[src/rtl/std_acc_pipe.sv]
`default_nettype none
// ============================================================================
// Module   : std_acc_pipe
// Purpose  : Unsigned accumulator with a go/done handshake. It sits after the
//            pipelined multiplier so a controller can chain the two into a
//            multi-cycle MAC. It keeps a widened running sum, a saturating
//            accumulation count and a sticky overflow flag.
// Options  : `define STD_ACC_SATURATE_EN to clamp out to all ones when the
//            sum overflows. Without it, out wraps modulo 2^ACC_WIDTH.
// Revision : 1.0 - initial release
// ============================================================================
module std_acc_pipe #(
   parameter int WIDTH     = 32,
   parameter int ACC_WIDTH = 40,
   parameter int CNT_WIDTH = 16
) (
   input  logic                 clk,
   input  logic                 reset,     // asynchronous, active low
   input  logic                 go,
   input  logic                 clear,
   input  logic [WIDTH-1:0]     in,
   output logic [ACC_WIDTH-1:0] out,
   output logic [CNT_WIDTH-1:0] count,
   output logic                 overflow,
   output logic                 done
);

   typedef enum logic [1:0] {
      S_IDLE = 2'd0,
      S_ADD  = 2'd1,
      S_DONE = 2'd2
   } state_t;

   localparam logic [CNT_WIDTH-1:0] C_CNT_MAX = '1;
   localparam logic [CNT_WIDTH-1:0] C_CNT_ONE = CNT_WIDTH'(1);

   state_t                 state_q, state_d;
   logic [WIDTH-1:0]       op_q, op_d;
   logic                   clr_q, clr_d;
   logic [ACC_WIDTH-1:0]   out_q, out_d;
   logic [CNT_WIDTH-1:0]   count_q, count_d;
   logic                   overflow_q, overflow_d;
   logic                   done_q, done_d;

   logic [ACC_WIDTH:0]     w_op_ext;
   logic [ACC_WIDTH:0]     w_base;
   logic [ACC_WIDTH:0]     w_sum;

   // Widened sum: the extra top bit is the carry that flags overflow.
   always_comb begin
      w_op_ext              = '0;
      w_op_ext[WIDTH-1:0]   = op_q;
      w_base                = clr_q ? '0 : {1'b0, out_q};
      w_sum                 = w_op_ext + w_base;
   end

   // Next-state logic: capture in IDLE/DONE, commit in ADD, abort on go low.
   always_comb begin
      state_d    = state_q;
      op_d       = op_q;
      clr_d      = clr_q;
      out_d      = out_q;
      count_d    = count_q;
      overflow_d = overflow_q;
      done_d     = 1'b0;

      case (state_q)
         S_IDLE, S_DONE: begin
            if (go) begin
               op_d    = in;
               clr_d   = clear;
               state_d = S_ADD;
            end else begin
               state_d = S_IDLE;
            end
         end
         S_ADD: begin
            if (go) begin
`ifdef STD_ACC_SATURATE_EN
               out_d = w_sum[ACC_WIDTH] ? {ACC_WIDTH{1'b1}} : w_sum[ACC_WIDTH-1:0];
`else
               out_d = w_sum[ACC_WIDTH-1:0];
`endif
               if (clr_q) begin
                  count_d = C_CNT_ONE;
               end else if (count_q != C_CNT_MAX) begin
                  count_d = count_q + C_CNT_ONE;
               end
               overflow_d = (clr_q ? 1'b0 : overflow_q) | w_sum[ACC_WIDTH];
               done_d     = 1'b1;
               state_d    = S_DONE;
            end else begin
               // Abort: drop the captured operand, leave results untouched.
               state_d = S_IDLE;
            end
         end
         default: begin
            state_d = S_IDLE;
         end
      endcase
   end

   // State and result registers; reset discards any pending accumulation.
   always_ff @(posedge clk or negedge reset) begin
      if (!reset) begin
         state_q    <= S_IDLE;
         op_q       <= '0;
         clr_q      <= 1'b0;
         out_q      <= '0;
         count_q    <= '0;
         overflow_q <= 1'b0;
         done_q     <= 1'b0;
      end else begin
         state_q    <= state_d;
         op_q       <= op_d;
         clr_q      <= clr_d;
         out_q      <= out_d;
         count_q    <= count_d;
         overflow_q <= overflow_d;
         done_q     <= done_d;
      end
   end

   assign out      = out_q;
   assign count    = count_q;
   assign overflow = overflow_q;
   assign done     = done_q;

endmodule
`default_nettype wire

[config.mk]
export PLATFORM = sky130hd
export DESIGN_NAME = std_acc_pipe
export DESIGN_NICKNAME = d
export VERILOG_FILES = /design/src/rtl/std_acc_pipe.sv
export SDC_FILE = /design/constraint.sdc
export NUM_CORES = 1
export LEC_CHECK = 0
export BUFFER_PORTS_ARGS = -buffer_cell sky130_fd_sc_hd__buf_2
export CORE_UTILIZATION = 60
export CTS_CLUSTER_DIAMETER = 200
export CTS_CLUSTER_SIZE = 20
export DETAILED_ROUTE_END_ITERATION = 8
export PLACE_DENSITY_LB_ADDON = 0.05
export SLEW_MARGIN = 20
export SYNTH_ARGS = -nofsm -noshare
export SYNTH_HDL_FRONTEND = slang
export SYNTH_SLANG_ARGS = --single-unit
[constraint.sdc]
create_clock -name clk -period 6.04 [get_ports clk]
set_clock_uncertainty 0.2 [all_clocks]
set_input_delay 1.208 -clock clk [delete_from_list [all_inputs] [get_ports clk]]
set_output_delay 1.208 -clock clk [all_outputs]
set_load 0.02 [all_outputs]
==> After elaboration in Yosys (flattened, before gate mapping) <==
Cells that the tools add are included.
{ "totals": {"output_inout_bits": 58, "word_cells": 28, "ff_bits": 93, "input_bits": 36} }
{ "op_classes": {"add_sub_neg": 2, "n_mux": 9, "bitwise": 1, "eq_ne": 3, "n_reduce_logical": 6} }
{ "op_table": {"columns": ["operator", "count"], "rows": [
  ["adder 32 x 40 -> 41 bit", 1],
  ["2-to-1 mux 40 bit", 1],
  ["2-to-1 mux 16 bit", 2],
  ["adder 16 x 1 -> 16 bit (second input constant)", 1],
  ["inequality test 16 bit (second input constant)", 1],
  ["2-to-1 mux 1 bit", 4],
  ["one-hot mux 2 bit (2 select lines)", 1],
  ["AND reduction 2 bit", 2],
  ["AND reduction 3 bit", 1],
  ["== test 2 x 1 -> 1 bit (second input constant)", 1],
  ["== test 2 bit (second input constant)", 1],
  ["logical NOT 2 bit", 1],
  ["2-to-1 mux 2 bit", 1],
  ["nonzero test 2 bit", 1],
  ["OR reduction 2 bit", 1],
  ["bitwise OR 1 bit", 1]
]} }

==> Longest topological paths before layout <==
Gate-level depths: netlist of the first run.
{ "depth": {"ltp_word": 3, "mapped_depth": 14, "ltp_nobuf": 12} }

==> Worst setup path after synthesis of the first run <==
No wires, ideal clock.
{ "synth_timing": {"path_kind": "register to register", "startpoint": "reg clr_q", "endpoint": "reg out_q[38], in the netlist out[38]", "t_required_ns": 5.714, "n_path_buf": 2, "slack_ns": 2.501, "arrival_time_ns": 3.213, "synth_period_minus_slack_ns": 3.539, "stages_incl_launch_ff": 15, "setup_ns": 0.126, "path_cell_list": "dfrtp_1 clkbuf_1 clkbuf_1 nor2b_1 ha_1 fa_1 a21oi_1 nor3b_2 nor4b_4 nor3_2 nor3_4 a22oi_2 a31oi_4 nor2_1 a221o_1"} }
{ "synth_between": {"elab_chain_cells": 2} }
{ "synth_rtl": {"columns": ["item", "line", "rtl"], "rows": [
  ["from (decl)", "39", "logic clr_q, clr_d;"],
  ["from (signal assigned)", "116", "clr_q <= clr_d;"],
  ["2-to-1 mux 40 bit", "53", "w_base = clr_q ? '0 : {1'b0, out_q};"],
  ["adder 32 x 40 -> 41 bit", "54", "w_sum = w_op_ext + w_base;"],
  ["to (signal assigned)", "117", "out_q <= out_d;"],
  ["to (decl)", "40", "logic [ACC_WIDTH-1:0] out_q, out_d;"]
]} }
Every way passes these cells.
A chain may end at the register's enable or synchronous reset.

==> Worst setup path after layout of the first run <==
{ "layout_timing": {"startpoint": "reg clr_q", "endpoint": "reg out_q[33], in the netlist out[33]"} }
The elaborated chain is that of the path after synthesis.

==> out/metrics.yaml, run 1 <==
detailed_routing:
  wl_per_cell_um: 15.6
  avgViaCountPerCell: 5.78
  drc: 0
  drt-total-wl_mm: 12.4
  drt_iter0_markers: 144
  final_antenna_net_count: 0
  vias: 4586
  firstDrtPassIters: 5
power:
  swShare_pct: 43.4
  p_leak_nw: 3.16
  p_seq_share_pct: 34.6
  p_switching_w: 0.00113
  combPwrFrac_pct: 50.7
  clkPwrFrac_pct: 14.8
  internal_power_w: 0.00147
  vdd_ir_drop_max_mv: 0.219
  power.density_mw_per_mm2: 403
sta:
  fin_crit_sh_pct: 68.7
  slew_viol_final: 0
  fin_hold_ws_ns: 0.310
  hold_violations: 0
  finalSetupTns_ns: 0
  max_slew.worst_pin.slew_ns: 0.731
  min_period_ns: 4.15
  finalSetupViolCount: 0
  slew_headroom_pct: 51.2
  fmax_ghz: 0.241
  rsz0062_at_grt: "false"
grt:
  antenna_found_initial: 0
  gr-total-overflow: 0
  grt_max_degree: 73
  grt_pass1_wl_mm: 21.3
  grt_pass1_vias: 4514
  grtUsageTotal_pct: 26.9
floorplan:
  core_region_area_mm2: 0.00920
  ios: 94
  die_area_mm2: 0.00988
  fp.dieH_um: 99.4
  initial_utilization_pct: 61.9
  dieWidth_um: 99.4
  rows: 35
hold_path:
  worstHoldPathType: "reg -> reg"
clock_tree:
  cts.repair.resized: 0
  cts_root_buf: "clkbuf_8"
  cts_tree: "yes"
  clk_path_buf_depth: 2
  insertion_delay_ns: 0.36
  htree_num_levels: 3
  cts_setup_buffers: 0
  cts_buffers: 9
  cts_hold_buffers: 0
  clkTransAtPathRegs_ns: 0.09
  numClockSinks: 93
synthesis:
  synth_cell_type_count: 62
  avgSynthCellArea_um2: 9.57
  synth_ff_type: "dfrtp_1"
  synth-edff-count: 0
  ys_seq_area_share_pct: 40.9
  syn-instance-count: 595
  syn_nets: 665
  synth_warnings: 0
  synth_seq_cells: 93
  syn_area_mm2: 0.00569
  synthArstFlopShare_pct: 100
cells_and_area:
  fill_cells: 724
  finish.net_count: 748
  drive_gt1_share_pct: 23.3
  diodes: 0
  final_cell_mix: "dfrtp_1, buf_2, nand2_1"
  area_growth_pct: 13.2
  final_cell_area_mm2: 0.00644
  mostFrequentLayoutCell: "dfrtp_1"
placement:
  hpwl_mm: 9.10
  routabilityCongestion: 0.902
  portBuffers: 93
  dpl-instance-area_mm2: 0.00623
run_status:
  outcome: "completed"
critical_path:
  cp-start-kind: "flop"
  cpPeakStageDelay_ns: 0.83
  crit_path_max_fanout: 26
  critical_path_arrival_ns: 4.19
  crit_slowest_cell: "dfrtp_1"
  cp-end-kind: "flop"
  cp.required_ns: 6.08
  worstSetupPathType: "reg -> reg"
  crit_chain: "buf_4 > nor2b_1 > ha_1 > and3_1 > o211ai_1 > o21ai_1 > a21oi_4 > o41ai_4 > a311o_1 > a31oi_1 > a221oi_1"
run:
  drv_cap: 0
==> state kept, by name, indices dropped and copies added, names as in the netlist <==
signal and cells:
clr_q 1, count 16, done 1, op_q 32
out 40, overflow 1, state_q 2
==> metrics by stage <==
step	instances	total power, W	utilization, %	worst slack, ns
floorplan	595	0.00186	-	2.50
global placement	777	0.00218	67.8	2.22
detailed placement	777	0.00221	67.8	2.03
CTS	793	0.00261	69.7	1.96
global route	794	0.00279	70.0	1.61
finish	794	0.00260	70.0	1.89
==> logic make-up after synthesis <==
| family | count (synthesis) | synth area share, % |
|---|---|---|
| flip-flops | 93 | 40.9 |
| multiplexers | 34 | 6.70 |
| buffers and inverters | 41 | 2.70 |
| AO/OA/AOI/OAI | 160 | 18.1 |
| adder cells (fa/ha/maj) | 34 | 7.61 |
| XOR/XNOR | 41 | 6.31 |
| AND/OR/NAND/NOR | 192 | 17.7 |
==> power groups by stage <==
stage | combinational, W | clock [W] | sequential (W)
floorplan | 0.000842 | 0 | 0.00102
detailed placement | 0.00130 | 0 | 0.000910
CTS | 0.00131 | 0.000397 | 0.000898
global route | 0.00145 | 0.000416 | 0.000919
global placement | 0.00127 | 0 | 0.000907
finish | 0.00132 | 0.000384 | 0.000898
==> layer usage <==
metal  part of all wire [%]  global-route usage (%)
met1                     47                    36.7
met3                    3.6                    4.29
met5                      0                       0
met2                     48                    45.1
met4                    1.0                    6.67
==> worst max-delay path, delay by kind of cell (launching register included) <==
family | cells | cell delay, ns
AO/OA/AOI/OAI | 7 | 1.89
AND/OR/NAND/NOR | 2 | 0.30
buffers and inverters | 1 | 0.43
adder cells (fa/ha/maj) | 1 | 0.37
flip-flops | 1 | 0.83
==> cell type report <==
type / count / area [um^2] / area share, %
tap: 111 / 139 / 2.16
multi-input combinational: 461 / 3220 / 50.0
inverter: 16 / 60.1 / 0.932
sequential: 93 / 2330 / 36.1
timing repair buffer: 97 / 518 / 8.04
clock buffer: 12 / 145 / 2.25
clock inverter: 4 / 33.8 / 0.524
==> final timing paths <==
check	from	endpoint	slack [ns]	cells past startpoint
min reg2reg	out[15]	out[15]	0.31	2
max in group asynchronous	reset	out[12]	3.97	2
min in group asynchronous	reset	count[12]	0.63	1
min	out[15]	out[15]	0.31	2
max	clr_q	out[33]	1.89	11
max reg2reg	clr_q	out[33]	1.89	11
==> synth_stat cells (9+ instances only) <==
master | instances | area share [%]
a21o_1 | 16 | 2.1
a21oi_1 | 44 | 3.9
clkbuf_1 | 22 | 1.5
dfrtp_1 | 93 | 41
ha_1 | 33 | 7.3
inv_1 | 16 | 1.1
mux2_2 | 33 | 6.5
nand2_1 | 68 | 4.5
nand3_1 | 11 | 0.97
nand4_1 | 9 | 0.99
nor2_1 | 25 | 1.6
nor2b_1 | 39 | 4.3
o21ai_0 | 32 | 2.8
o21ai_1 | 24 | 2.1
xnor2_1 | 15 | 2.3
xor2_1 | 26 | 4.0
Power figures use the tool's default switching activity.
==> inputs of run 2 (changes only) <==
ABC_AREA = 1   (was not set)
CORE_UTILIZATION = 59   (was 60)
clock period = 4.1 ns   (was 6.04 ns; I/O delays follow)
==> out/metrics.yaml, run 2 <==
power:
  swShare_pct: 43.8  # +0.36 points
  finalPower_w: 0.00444  # +71%
  p_switching_w: 0.00194  # +72%
  combPwrFrac_pct: 45.8  # -4.9 points
  p_seq_share_pct: 30.3  # -4.3 points
  vdd_ir_drop_max_mv: 0.459  # +110%
  internal_power_w: 0.00249  # +70%
  p_leak_nw: 4.69  # +49%
  power.density_mw_per_mm2: 562  # +39%
  clkPwrFrac_pct: 23.9  # +9.1 points
grt:
  grt_pass1_wl_mm: 31.1  # +46%
  gr-total-overflow: 0  # unchanged
  grt_max_degree: 39  # -47%
  antenna_found_initial: 0  # unchanged
  grtUsageTotal_pct: 31.8  # +4.9 points
  grt_pass1_vias: 6388  # +42%
synthesis:
  ys_seq_area_share_pct: 33.5  # -7.4 points
  synth-edff-count: 0  # unchanged
  syn_nets: 1188  # +79%
  syn_area_mm2: 0.00694  # +22%
  synth_cell_type_count: 39  # -37%
  syn-instance-count: 1118  # +88%
  synth_ff_type: "dfrtp_1"
  synth_most_common_cell: "nand2_1"
  synth_warnings: 0  # unchanged
  synth_common_cells: "nand2_1, inv_1, nor2_1"
  synth_top_area_share_pct: 33.5  # -7.4 points
  synthArstFlopShare_pct: 100  # unchanged
  synth_area_leaders: "dfrtp_1, nand2_1, inv_1"
  synth_seq_cells: 93  # unchanged
  avgSynthCellArea_um2: 6.21  # -35%
  synth_top_area_cell: "dfrtp_1"
floorplan:
  rows: 39  # +11%
  ios: 94  # unchanged
  die_area_mm2: 0.0122  # +23%
  dieWidth_um: 110  # +11%
  fp.dieH_um: 110  # +11%
  initial_utilization_pct: 60.8  # -1.1 points
  core_region_area_mm2: 0.0114  # +24%
critical_path:
  crit_top_cell: "nand2_1"
  reg2regPathDepth: 13  # +2
  crit_chain: "buf_4 > nor2_1 > ha_1 > fa_1 > nand3_1 > nand3_2 > nand2_1 > nand2_1 > nand2_1 > nand3_1 > or2_2 > nand3_1 > nand2_1"
  cp-start-kind: "flop"
  worstSetupPathType: "reg -> reg"
  rr_startpoint: "clr_q"
  r2r-end: "out[22]"
  cp.required_ns: 4.16  # -1.92 ns
  rrSetupSlack_ns: 1.10  # -0.79 ns
  cpPeakStageDelay_ns: 0.50  # -0.33 ns
  crit_slowest_cell: "dfrtp_1"
  critical_path_arrival_ns: 3.06  # -1.13 ns
  crit_path_max_fanout: 27  # +3.8%
  cp-end-kind: "flop"
sta:
  finalSetupViolCount: 0  # unchanged
  hold_violations: 0  # unchanged
  fmax_ghz: 0.334  # +38%
  slew_viol_final: 0  # unchanged
  rsz0062_at_grt: "false"
  finalSetupTns_ns: 0  # unchanged
  fin_crit_sh_pct: 73.1  # +4.5 points
  slew_headroom_pct: 53.9  # +2.7 points
  max_slew.worst_pin.slew_ns: 0.690  # -0.0412 ns
  min_period_ns: 3.00  # -1.15 ns
  fin_hold_ws_ns: 0.228  # -0.0826 ns
clock_tree:
  clkTransAtPathRegs_ns: 0.07  # -0.02 ns
  cts_root_buf: "clkbuf_16"
  clk_path_buf_depth: 2  # unchanged
  cts_buffers: 9  # unchanged
  cts_setup_buffers: 0  # unchanged
  cts_hold_buffers: 0  # unchanged
  cts.repair.resized: 0  # unchanged
  insertion_delay_ns: 0.37  # about the same
  htree_num_levels: 3  # unchanged
  numClockSinks: 93  # unchanged
  cts_tree: "yes"
run:
  drv_cap: 0  # unchanged
detailed_routing:
  wl_per_cell_um: 13.8  # -12%
  drt-total-wl_mm: 18.7  # +51%
  final_antenna_net_count: 0  # unchanged
  firstDrtPassIters: 6  # +1
  avgViaCountPerCell: 5.07  # -12%
  vias: 6869  # +50%
  drt_iter0_markers: 543  # +280%
  drc: 0  # unchanged
placement:
  dp.cells: 1338  # +72%
  hpwl_mm: 14.2  # +56%
  portBuffers: 93  # unchanged
  routabilityCongestion: 0.954  # +5.7%
cells_and_area:
  final_util_pct: 69.2  # -0.88 points
  mostFrequentLayoutCell: "nand2_1"
  fill_cells: 1083  # +50%
  drive_gt1_share_pct: 11.6  # -12 points
  final_cell_mix: "nand2_1, inv_1, nor2_1"
  finish.net_count: 1276  # +71%
  diodes: 0  # unchanged
  fin_cells: 1354  # +71%
  area_growth_pct: 13.8
  largest_register_ffs: 40  # unchanged
hold_path:
  worstHoldPathType: "in -> async"
run_status:
  outcome: "completed"
-- run 2: changes by cell type in the layout (fill, tap and decap cells not counted), sizes merged, moves of 7 or more --
| cell | change |
|---|---|
| a21oi | -22 |
| and3 | -7 |
| inv | +165 |
| nand2 | +422 |
| o21bai | -7 |
| nor2 | +90 |
| o21ai | -23 |
| xor2 | -20 |
| mux2 | -33 |
| a21o | -15 |
| nand3 | +53 |
| nor2b | -39 |
| or2 | +8 |
-- run 2: metal layers --
metal  global-route usage (%)  share of wire, %  up-vias
li1                         -                 -     3574
met1                     42.7                47     3078
met2                     52.5                46      188
met3                     6.75               4.8       29
met4                     7.91               1.8        0
met5                        0                 0        -
-- run 2: kinds of logic after synthesis --
logic type,count (synthesis),synth area share (%)
flip-flops,93,33.5
AO/OA/AOI/OAI,66,5.17
XOR/XNOR,16,2.02
buffers and inverters,201,11.3
AND/OR/NAND/NOR,708,41.7
adder cells (fa/ha/maj),34,6.24
-- run 2: power groups by stage --
stage,clock network [W],registers (W),logic (W)
CTS,0.00107,0.00134,0.00203
global placement,0,0.00135,0.00199
global route,0.00110,0.00137,0.00229
finish,0.00106,0.00135,0.00203
floorplan,0,0.00153,0.00124
detailed placement,0,0.00136,0.00201
-- run 2: final cells by class --
type	instances	area (um^2)	share of cell area [%]
Clock inverter	6	143	1.81
Timing Repair Buffer	99	513	6.50
Multi-Input combinational cell	824	3830	48.5
Clock buffer	10	229	2.90
Sequential cell	93	2330	29.5
Inverter	179	674	8.54
Tap cell	143	179	2.27
-- run 2: stage by stage --
stage / cell area (um^2) / setup WS (ns)
3_5_place_dp: 7530 / 1.01
5_1_grt: 7900 / 0.904
4_1_cts: 7900 / 1.11
6_report: 7900 / 1.10
3_3_place_gp: 7530 / 1.01
2_1_floorplan: 6940 / 1.26
-- run 2: worst max path at each step --
stage / end / from / slack (ns) / cells after the start
after CTS: out[32] / clr_q / 1.11 / 14
final: out[22] / clr_q / 1.10 / 13
after global placement: count[0] / go / 1.01 / 8
after detailed placement: count[0] / go / 1.01 / 8
after global routing: out[32] / clr_q / 0.90 / 14
after floorplan: out[22] / clr_q / 1.26 / 14
-- run 2: critical path: cells and delay by family, from the launching register on --
family                     cells  cell delay (ns)
buffers and inverters          1             0.36
DFF                            1             0.50
adders and majority gates      2             0.67
and+or+nand+nor               10             1.16
==> inputs of run 3 (changes only) <==
clock period = 2.8 ns   (was 4.1 ns; I/O delays follow)
==> out/metrics.yaml, run 3 (synthesis results as in run 2) <==
run_status:
  outcome: "completed"
critical_path:
  crit_chain: "buf_6 > nor2_1 > ha_1 > nand2_1 > nor2_1 > nand2_1 > inv_1 > nand2_1 > nand2_1 > nand2_1 > nand2_1 > nand2_1 > nand3_1 > nand2_1"
  crit_family: "simple AND/OR/NAND/NOR gates"
  cpPeakStageDelay_ns: 0.38  # -0.12 ns
  crit_path_max_fanout: 20  # -26%
  cp_num_buf_inv: 2  # +1
  cp-end-kind: "flop"
  worstSetupPathType: "reg -> reg"
  crit_slowest_cell: "dfrtp_1"
  cp.required_ns: 2.84  # -1.32 ns
  cp-start-kind: "flop"
  crit_top_cell: "nand2_1"
  critical_path_arrival_ns: 2.67  # -0.39 ns
sta:
  rsz0062_at_grt: "false"
  max_slew.worst_pin.slew_ns: 0.747  # +0.0572 ns
  slew_viol_final: 0  # unchanged
  fin_crit_sh_pct: 93.8  # +21 points
  min_period_ns: 2.63  # -0.373 ns
  finalSetupViolCount: 0  # unchanged
  fmax_ghz: 0.381  # +14%
  finalSetupTns_ns: 0  # unchanged
  slew_headroom_pct: 50.2  # -3.7 points
  hold_violations: 0  # unchanged
grt:
  grt_most_used_layer: "met2"
  grt_pass1_vias: 6478  # +1.4%
  grtUsageMet3_pct: 4.67  # -2.1 points
  antenna_found_initial: 0  # unchanged
  gr-total-overflow: 0  # unchanged
  grtUsageTotal_pct: 31.6  # -0.22 points
  grt_pass1_wl_mm: 30.8  # -0.89%
  met1_usage_pct: 41.5  # -1.2 points
  grt_max_degree: 62  # +59%
  use_met2_pct: 53.3  # +0.75 points
detailed_routing:
  drc: 0  # unchanged
  final_antenna_net_count: 0  # unchanged
  vias: 7018  # +2.2%
  drt-total-wl_mm: 18.7  # about the same
  firstDrtPassIters: 6  # unchanged
  drt_iter0_markers: 438  # -19%
  avgViaCountPerCell: 5.16  # +1.6%
  wl_per_cell_um: 13.7  # -0.57%
clock_tree:
  cts_buffers: 9  # unchanged
  cts_tree: "yes"
  cts_root_buf: "clkbuf_16"
  clkTransAtPathRegs_ns: 0.07  # about the same
  numClockSinks: 93  # unchanged
  insertion_delay_ns: 0.36  # about the same
  clk_path_buf_depth: 2  # unchanged
  htree_num_levels: 3  # unchanged
  cts_setup_buffers: 0  # unchanged
cells_and_area:
  diodes: 0  # unchanged
  fill_cells: 1077  # -0.55%
  regArea_mm2: 0.00233  # unchanged
  mostFrequentLayoutCell: "nand2_1"
  multiInputGateArea_mm2: 0.00384  # +0.13%
  finish.net_count: 1283  # +0.55%
  area_growth_pct: 13.8  # about the same
  fin_cells: 1361  # +0.52%
  drive_gt1_share_pct: 12.3  # +0.67 points
  final_cell_mix: "nand2_1, inv_1, nor2_1"
  largest_register_ffs: 40  # unchanged
run:
  drv_cap: 0  # unchanged
power:
  p_leak_nw: 4.69  # about the same
  vdd_ir_drop_max_mv: 0.833  # +81%
  power.density_mw_per_mm2: 784  # +40%
floorplan:
  ios: 94  # unchanged
  initial_utilization_pct: 60.8  # unchanged
  core_region_area_mm2: 0.0114  # unchanged
  rows: 39  # unchanged
  fp.dieH_um: 110  # unchanged
  die_area_mm2: 0.0122  # unchanged
  dieWidth_um: 110  # unchanged
placement:
  routabilityCongestion: 0.979  # +2.7%
  hpwl_mm: 14.6  # +2.4%
  portBuffers: 93  # unchanged
  dp.cells: 1345  # +0.52%
hold_path:
  worstHoldPathType: "in -> async"
==> run 3: cell count changes in the layout (fill, tap and decap cells not counted), moves of 2 or more <==
| cell | before | now |
|---|---|---|
| buf_4 | 7 | 12 |
| clkinv_4 | 0 | 2 |
| clkinvlp_4 | 0 | 2 |
| bufinv_16 | 4 | 0 |
==> run 3: what timing repair did <==
action / 4_1_cts / 5_1_grt
gates resized for setup: 0 / 3
hold buffers: 0 / 0
setup endpoints to repair: 0 / 2
==> run 3: per-layer routing <==
layer	up-vias	share of wire, %
li1	3588	-
met1	3194	46
met2	201	47
met3	35	4.8
met4	0	2.6
met5	-	0
==> run 3: report_power, final <==
part	switching, W	internal (W)	total, W
Clock	0.000560	0.000642	0.00120
Combinational	0.00201	0.00103	0.00304
Sequential	0.000282	0.00167	0.00195
==> run 3: area by class of cell <==
class | instances | share of cell area [%]
inverter | 179 | 8.54
tap | 143 | 2.27
sequential | 93 | 29.5
multi-input combinational | 824 | 48.6
timing repair buffer | 106 | 7.37
clock inverter | 6 | 0.697
clock buffer | 10 | 3.03
==> run 3: worst register-to-register path: cells and delay by family, from the launching register on <==
family,cells,cell delay (ns)
flops,1,0.38
simple gates,11,1.28
buf+inv,2,0.28
fa+ha+maj,1,0.37
==> run 3: worst paths after layout <==
path / from / to / slack, ns / depth (start not counted)
min in group clk: in[28] / op_q[28] / 0.20 / 3
setup / recovery: clr_q / out[29] / 0.17 / 14
hold / removal: reset / op_q[11] / 0.08 / 1
setup reg to reg: clr_q / out[29] / 0.17 / 14
hold reg to reg: op_q[16] / op_q[16] / 0.28 / 2
max in group asynchronous: reset / op_q[30] / 1.63 / 2
==> run 3: stage by stage <==
step                worst slack, ns  util [%]  hold WS [ns]  area (um^2)  power, W
floorplan                    0.0435         -        0.0644         6940   0.00406
global placement              0.211      66.5         0.264         7590   0.00492
detailed placement            0.171      66.5         0.268         7590   0.00497
CTS                           0.155      69.1        0.0905         7890   0.00620
global route                0.00732      69.1         0.134         7890   0.00667
finish                        0.175      69.1        0.0799         7890   0.00619
